==> src/rtl/tt_class_pkg.sv <==
// Shared types and constants for the truth-table classification blocks.
// Used by the sweep/capture stage and by the function-network blocks.
package tt_class_pkg;

  localparam int unsigned N_INPUTS = 7;
  localparam int unsigned TT_WIDTH = 128;

  typedef enum logic [1:0] {
    StIdle  = 2'd0,
    StSweep = 2'd1,
    StDrain = 2'd2,
    StDone  = 2'd3
  } tt_state_e;

  typedef logic [N_INPUTS-1:0] minterm_t;

endpackage

==> src/rtl/tt_valid_delay.sv <==
// PIPE_LAT-stage delay line for the {valid, index} capture tag.
// Lines the tag up with the network output; wires straight through when PIPE_LAT is 0.
module tt_valid_delay
  import tt_class_pkg::*;
#(
  parameter int unsigned PIPE_LAT = 0
) (
  input  logic     i_clk,
  input  logic     i_rst,
  input  logic     i_valid,
  input  minterm_t i_index,
  output logic     o_valid,
  output minterm_t o_index
);

  if (PIPE_LAT == 0) begin : g_bypass
    logic w_unused_clk_rst;
    assign w_unused_clk_rst = i_clk ^ i_rst;
    assign o_valid = i_valid;
    assign o_index = i_index;
  end else begin : g_pipe
    logic [PIPE_LAT-1:0] r_valid;
    minterm_t            r_index [PIPE_LAT];

    always_ff @(posedge i_clk) begin
      if (i_rst) begin
        r_valid <= '0;
        for (int s = 0; s < PIPE_LAT; s++) begin
          r_index[s] <= '0;
        end
      end else begin
        r_valid[0] <= i_valid;
        r_index[0] <= i_index;
        for (int s = 1; s < PIPE_LAT; s++) begin
          r_valid[s] <= r_valid[s-1];
          r_index[s] <= r_index[s-1];
        end
      end
    end

    assign o_valid = r_valid[PIPE_LAT-1];
    assign o_index = r_index[PIPE_LAT-1];
  end

endmodule

==> src/rtl/tt_sweep_capture.sv <==
// Drives all 128 minterms into the network under test, captures its output into a
// truth table and compares that table against a reference latched at start.
module tt_sweep_capture
  import tt_class_pkg::*;
#(
  parameter int unsigned PIPE_LAT = 0
) (
  input  logic                i_clk,
  input  logic                i_rst,
  input  logic                i_start,
  input  logic [TT_WIDTH-1:0] i_expected_tt,
  output logic [N_INPUTS-1:0] o_x_out,
  input  logic                i_f_in,
  output logic                o_busy,
  output logic                o_done,
  output logic [TT_WIDTH-1:0] o_tt_out,
  output logic                o_match,
  output logic [7:0]          o_mismatch_count,
  output logic [N_INPUTS-1:0] o_first_mismatch
);

  localparam minterm_t LastIdx = minterm_t'(TT_WIDTH - 1);

  tt_state_e           r_state;
  minterm_t            r_cnt;
  logic [TT_WIDTH-1:0] r_exp;
  logic [TT_WIDTH-1:0] r_tt;
  logic [7:0]          r_mm_cnt;
  minterm_t            r_first;

  logic     w_drv_valid;
  logic     w_cap_valid;
  minterm_t w_cap_idx;
  logic     w_cap_err;
  logic     w_accept;

  assign w_drv_valid = (r_state == StSweep);
  assign w_accept    = i_start && ((r_state == StIdle) || (r_state == StDone));

  tt_valid_delay #(
    .PIPE_LAT (PIPE_LAT)
  ) u_valid_delay (
    .i_clk   (i_clk),
    .i_rst   (i_rst),
    .i_valid (w_drv_valid),
    .i_index (r_cnt),
    .o_valid (w_cap_valid),
    .o_index (w_cap_idx)
  );

  assign w_cap_err = w_cap_valid && (i_f_in != r_exp[w_cap_idx]);

  always_ff @(posedge i_clk) begin
    if (i_rst) begin
      r_state  <= StIdle;
      r_cnt    <= '0;
      r_exp    <= '0;
      r_tt     <= '0;
      r_mm_cnt <= '0;
      r_first  <= '0;
    end else begin
      case (r_state)
        StIdle, StDone: begin
          if (w_accept) begin
            r_state  <= StSweep;
            r_cnt    <= '0;
            r_exp    <= i_expected_tt;
            r_tt     <= '0;
            r_mm_cnt <= '0;
            r_first  <= '0;
          end
        end
        StSweep: begin
          // Counter parks at the last index; DRAIN keeps driving it.
          if (r_cnt == LastIdx) begin
            r_state <= (PIPE_LAT > 0) ? StDrain : StDone;
          end else begin
            r_cnt <= r_cnt + 1'b1;
          end
        end
        StDrain: begin
          if (w_cap_valid && (w_cap_idx == LastIdx)) begin
            r_state <= StDone;
          end
        end
        default: r_state <= StIdle;
      endcase

      // The delay line is empty whenever a start is accepted, so this never races the clear.
      if (w_cap_valid) begin
        r_tt[w_cap_idx] <= i_f_in;
        if (w_cap_err) begin
          r_mm_cnt <= r_mm_cnt + 8'd1;
          if (r_mm_cnt == 8'd0) begin
            r_first <= w_cap_idx;
          end
        end
      end
    end
  end

  assign o_busy           = (r_state == StSweep) || (r_state == StDrain);
  assign o_done           = (r_state == StDone);
  assign o_x_out          = o_busy ? r_cnt : '0;
  assign o_tt_out         = r_tt;
  assign o_match          = o_done && (r_mm_cnt == 8'd0);
  assign o_mismatch_count = r_mm_cnt;
  assign o_first_mismatch = r_first;

endmodule

==> config.mk <==
export PLATFORM = sky130hd
export DESIGN_NAME = tt_sweep_capture
export DESIGN_NICKNAME = d
export VERILOG_FILES = /design/src/rtl/tt_class_pkg.sv /design/src/rtl/tt_valid_delay.sv /design/src/rtl/tt_sweep_capture.sv
export SDC_FILE = /design/constraint.sdc
export NUM_CORES = 1
export LEC_CHECK = 0
export BUFFER_PORTS_ARGS = -buffer_cell sky130_fd_sc_hd__buf_2
export CORE_MARGIN = 4
export CORE_UTILIZATION = 45
export CTS_CLUSTER_SIZE = 12
export DETAILED_ROUTE_END_ITERATION = 16
export PLACE_DENSITY = 0.69
export SKIP_LAST_GASP = 1
export SLEW_MARGIN = 20
export SYNTH_ARGS = -nofsm -noshare
export SYNTH_HDL_FRONTEND = slang
export SYNTH_SLANG_ARGS = --single-unit
==> constraint.sdc <==
create_clock -name i_clk -period 3.5 [get_ports i_clk]
set_input_delay 1.05 -clock i_clk [delete_from_list [all_inputs] [get_ports i_clk]]
set_output_delay 1.05 -clock i_clk [all_outputs]
set_load 0.01 [all_outputs]
Yosys cells after proc, flatten, opt, wreduce, memory -nomap -nowiden
Cells that the tools add are included.

storage, ports and cells
  register bits after elaboration = 280
  latch bits = 0
  bits in writable memories = 0
  ROM bits = 0
  input bits = 132
  output and inout port bits = 153
  word-level logic and storage cells = 59
  memories kept = 0

operators by class
  $add $sub $neg = 2
  $mul = 0
  divide/modulo/power cells = 0
  magnitude comparators = 2
  equal/unequal tests = 9
  shift operators = 0
  multiplexer cells = 26
  bitwise operators = 0
  reduce and logical (&&, ||, !) cells = 14

operators by type and width
  cell                   count
  $mux W128              4
  $bwmux W128            1
  $mux W7                8
  $mux W8                4
  $pmux W7 S2            1
  $add A8 B1 Y8 const B  1
  $logic_not A8 Y1       1
  $lt A7 B8 Y1 const B   1
  $add A7 B1 Y7 const B  1
  $bmux W1 S7            1
  $demux W1 S7           1
  $eq A7 B7 Y1 const B   1
  $ge A7 B1 Y1 const B   1
  $mux W2                3
  $ne A2 B2 Y1 const B   3
  $pmux W2 S3            1
  $reduce_and A3 Y1      2
  $logic_and A1 B1 Y1    5
  $eq A2 B2 Y1 const B   2
  $eq A2 B1 Y1 const B   1
  $logic_not A2 Y1       1
  $logic_or A1 B1 Y1     2
  $mux W1                2
  $ne A2 B1 Y1 const B   1
  4 further kinds        4

Depth between registers and ports, before layout
  depth in word-level cells = 8
  depth in mapped cells = 12
  gate-level depth less buffers = 8

Hierarchy
Synthesis repeated with hierarchy kept, for this count alone.

second synthesis, totals
  cell total of the unflattened synthesis = 1498
  area total of the unflattened synthesis = 12172.9 µm²

by module, submodules not included
  module            instances  cells each  area each (µm²)  seq. area each (µm²)
  tt_sweep_capture  1          1490        12112.9          5605.4
  tt_valid_delay    1          8           60.1             0.0

Worst setup path after synthesis
No wires, ideal clock.

  path kind = register -> output
  from = register r_mm_cnt[0] (netlist: o_mismatch_count[0])
  to = output port o_match
  arrival time = 1.873 ns
  required time = 2.450 ns
  setup slack = 0.577 ns
  stages on the path, launching flop included = 6
  buffers on the path = 0
  cells stage by stage = dfxtp_1 -> inv_1 -> ha_1 -> or4b_1 -> nor4_1 -> and2_1

on the way
  longest elaborated chain between the ends = 2

ends and longest elaborated chain
  what                    line                     text
  from (decl)             tt_sweep_capture.sv:28   logic [7:0] r_mm_cnt;
  from (signal assigned)  tt_sweep_capture.sv:93   r_mm_cnt <= r_mm_cnt + 8'd1;
  $logic_not A8 Y1        tt_sweep_capture.sv:106  assign o_match = o_done && (r_mm_cnt == 8'd0);
  $logic_and A1 B1 Y1     tt_sweep_capture.sv:106
  to (decl)               tt_sweep_capture.sv:17   output logic o_match,

No other way between the ends.

Worst setup path after layout
Same ends and word-level chain as after synthesis.

==> results.cfg <==
[run_status]
status = finished clean

[clock_tree]
cts_resized = 0
htreeDepth = 1
root_buffer = clkbuf_16
post_cts_buffers = 0
tritoncts = done
clk_latency_ns = 0.56
cts_buffers = 29
clock-sinks = 280
clk_pin_slew_ns = 0.06
clock_path_buffers = 3
ctsHoldBuffers = 0

[critical_path]
cp_cell_sequence = inv_1 > ha_1 > or4b_1 > nor4_1 > buf_4 > and2_1 > buf_2
startpoint = o_mismatch_count[0]
critPathMaxFanout = 8
critPathRequiredTime_ns = 2.45
path_class = flip-flop to primary output
cp_data_arrival_time_ns = 2.20
critPathMaxStageDelay_ns = 0.45
endpoint_kind = primary output
cpMaxStageDelayCell = or4b_1
r2r-start = r_cnt[0]
r2r_slack_ns = 0.26
startpoint_type = flip-flop

[grt]
grt_max_degree = 129
overflow = 0
grt_pass1_wl_mm = 61.22
grt_pass1_vias = 11020
track_usage = 0.2573
antenna_found_initial = 0

[detailed_routing]
wirelength_mm = 40.61
drt-initial-drc-count = 1613
met3WireLength_mm = 3.484
post_drt_via_cell_ratio = 5.834
vias = 12040
routed-wl-met2_mm = 19.18
postRouteAntennaNets = 0
top_layer = met4
route.detailed.drc = 0
wire_per_inst_um = 19.68
wl_met1_mm = 16.86
drt_first_pass_iters = 8

[sta]
hold_violations = 0
setup_ws_ns = 0.2491
drv_slew = 0
setup_viol = 0
skew_ns = 0.02032
relSlewSlack = 0.3370
tightest_slew_ns = 0.9869
rsz0062_at_grt = false
fin_tns_setup_ns = 0
finalCriticalPeriod_ns = 3.251
max_freq_mhz = 307.6
fin_crit_sh = 0.9288

[hold_path]
hp-class = flip-flop to flip-flop
hp-start = r_exp[69]

[synth]
synth_top_area_frac = 0.4641
synth_edf_count = 0
synthTopCellsByArea = dfxtp_1 (46%), a21oi_1 (11%), nand2_1 (9.0%)
ys_seq_area_frac = 0.4641
avgSynthCellArea_um2 = 8.079
synth_nets = 1633
yosys.area.top_type = dfxtp_1
synth_warnings = 0
ys.flop_type = dfxtp_1
synth_commonest_cells = nand2_1 (289), dfxtp_1 (280), a21oi_1 (266)
ys_seq_elements = 280
netlist_area_mm2 = 0.01208
synth_most_common_cell = nand2_1
synth_cell_types = 44
syn_inst = 1495
ys_async_sr_fraction = 0

[cells_and_area]
stdcell_count = 2064
final_nets = 1850
n_antenna_cell = 0
layout-drive-gt1-share = 0.2157
syn2layout_area_growth_pct = 21.16
fin_area_mm2 = 0.01463
final_util = 0.5584

[floorplan]
die-height_um = 171.8
start_util = 0.4609
die_w_um = 171.8
ios = 285
dieArea_mm2 = 0.02953
std_cell_rows = 59
core_area_mm2 = 0.02621

[placement]
globalplace.congestion = 0.8324
port_buffers = 284
post-place-cells = 2016
dp_hpwl_mm = 27.38
place_ws_ns = 0.3032
post_dp_cell_area_mm2 = 0.01375

[pwr]
powerDensity_mw_per_mm2 = 605.2
ir_worst_vdd_mv = 0.3940
p_leak_nw = 5.567

[run]
cap_violations = 0
==> area by class of cell <==
class                           count  area (µm²)
Clock buffer                       44       862.1
Clock inverter                      4       23.77
Fill cell                        2448       11570
Inverter                            8       30.03
Multi-Input combinational cell   1072        5892
Sequential cell                   280        5609
Tap cell                          335       419.2
Timing Repair Buffer              321        1798
==> cells by family after synthesis <==
kind of cell               Yosys count  synth area share
AOI/OAI and AO/OA                  468            0.2294
xor gates and xnor gates             5          0.003626
adders and majority gates            6          0.006216
buffers and inverters              143           0.04890
DFF                                280            0.4641
muxes                               68           0.05656
and+or+nand+nor                    525            0.1912
==> power breakdown <==
part	total (W)	internal [W]	switching, W
Combinational	0.00217	0.000696	0.00148
Sequential	0.00378	0.00350	0.000274
Clock	0.00291	0.00167	0.00123
Total	0.00886	0.00588	0.00298
==> worst max-delay path, delay by kind of cell (launching register included) <==
kind / cells / cell delay (ns)
AND/OR/NAND/NOR: 3 / 0.76
buffers and inverters: 3 / 0.39
flip-flops: 1 / 0.36
adder cells (fa/ha/maj): 1 / 0.14
==> sequential cells by signal, indices dropped and copies added (netlist names) <==
signal            count
r_state               2
r_cnt                 7
o_first_mismatch      7
o_tt_out            128
o_mismatch_count      8
r_exp               128
==> layout by cell type, fill, tap and decap left out, types with 8 or more instances in the layout <==
master,instances
a21oi_1,266
buf_2,282
buf_4,31
clkbuf_16,29
clkbuf_8,9
dfxtp_1,279
inv_1,8
mux2i_1,66
nand2_1,288
nand2b_1,10
nand3_1,144
nor2_1,33
nor2b_1,16
o211ai_1,134
o21ai_0,13
o22ai_1,32
==> through the flow <==
step	hold slack (ns)	total power (W)
after CTS	0.4563	0.008866
after detailed placement	0.4480	0.005998
after global routing	0.4693	0.009245
final	0.4563	0.008857
after floorplan	0.4357	0.005335
after global placement	0.4463	0.005956
==> worst paths after layout <==
check | cells past startpoint | end
min reg2reg | 2 | r_exp[69]
min | 2 | r_exp[69]
max | 7 | o_match
max reg2reg | 9 | o_mismatch_count[3]
==> layer usage <==
layer  vias up  global-route usage
met2       598              0.4265
li1       5750                   -
met1      5599              0.3487
met4         0             0.07826
met5         -                   0
met3        94             0.03861
(Power assumes the default switching activity.)
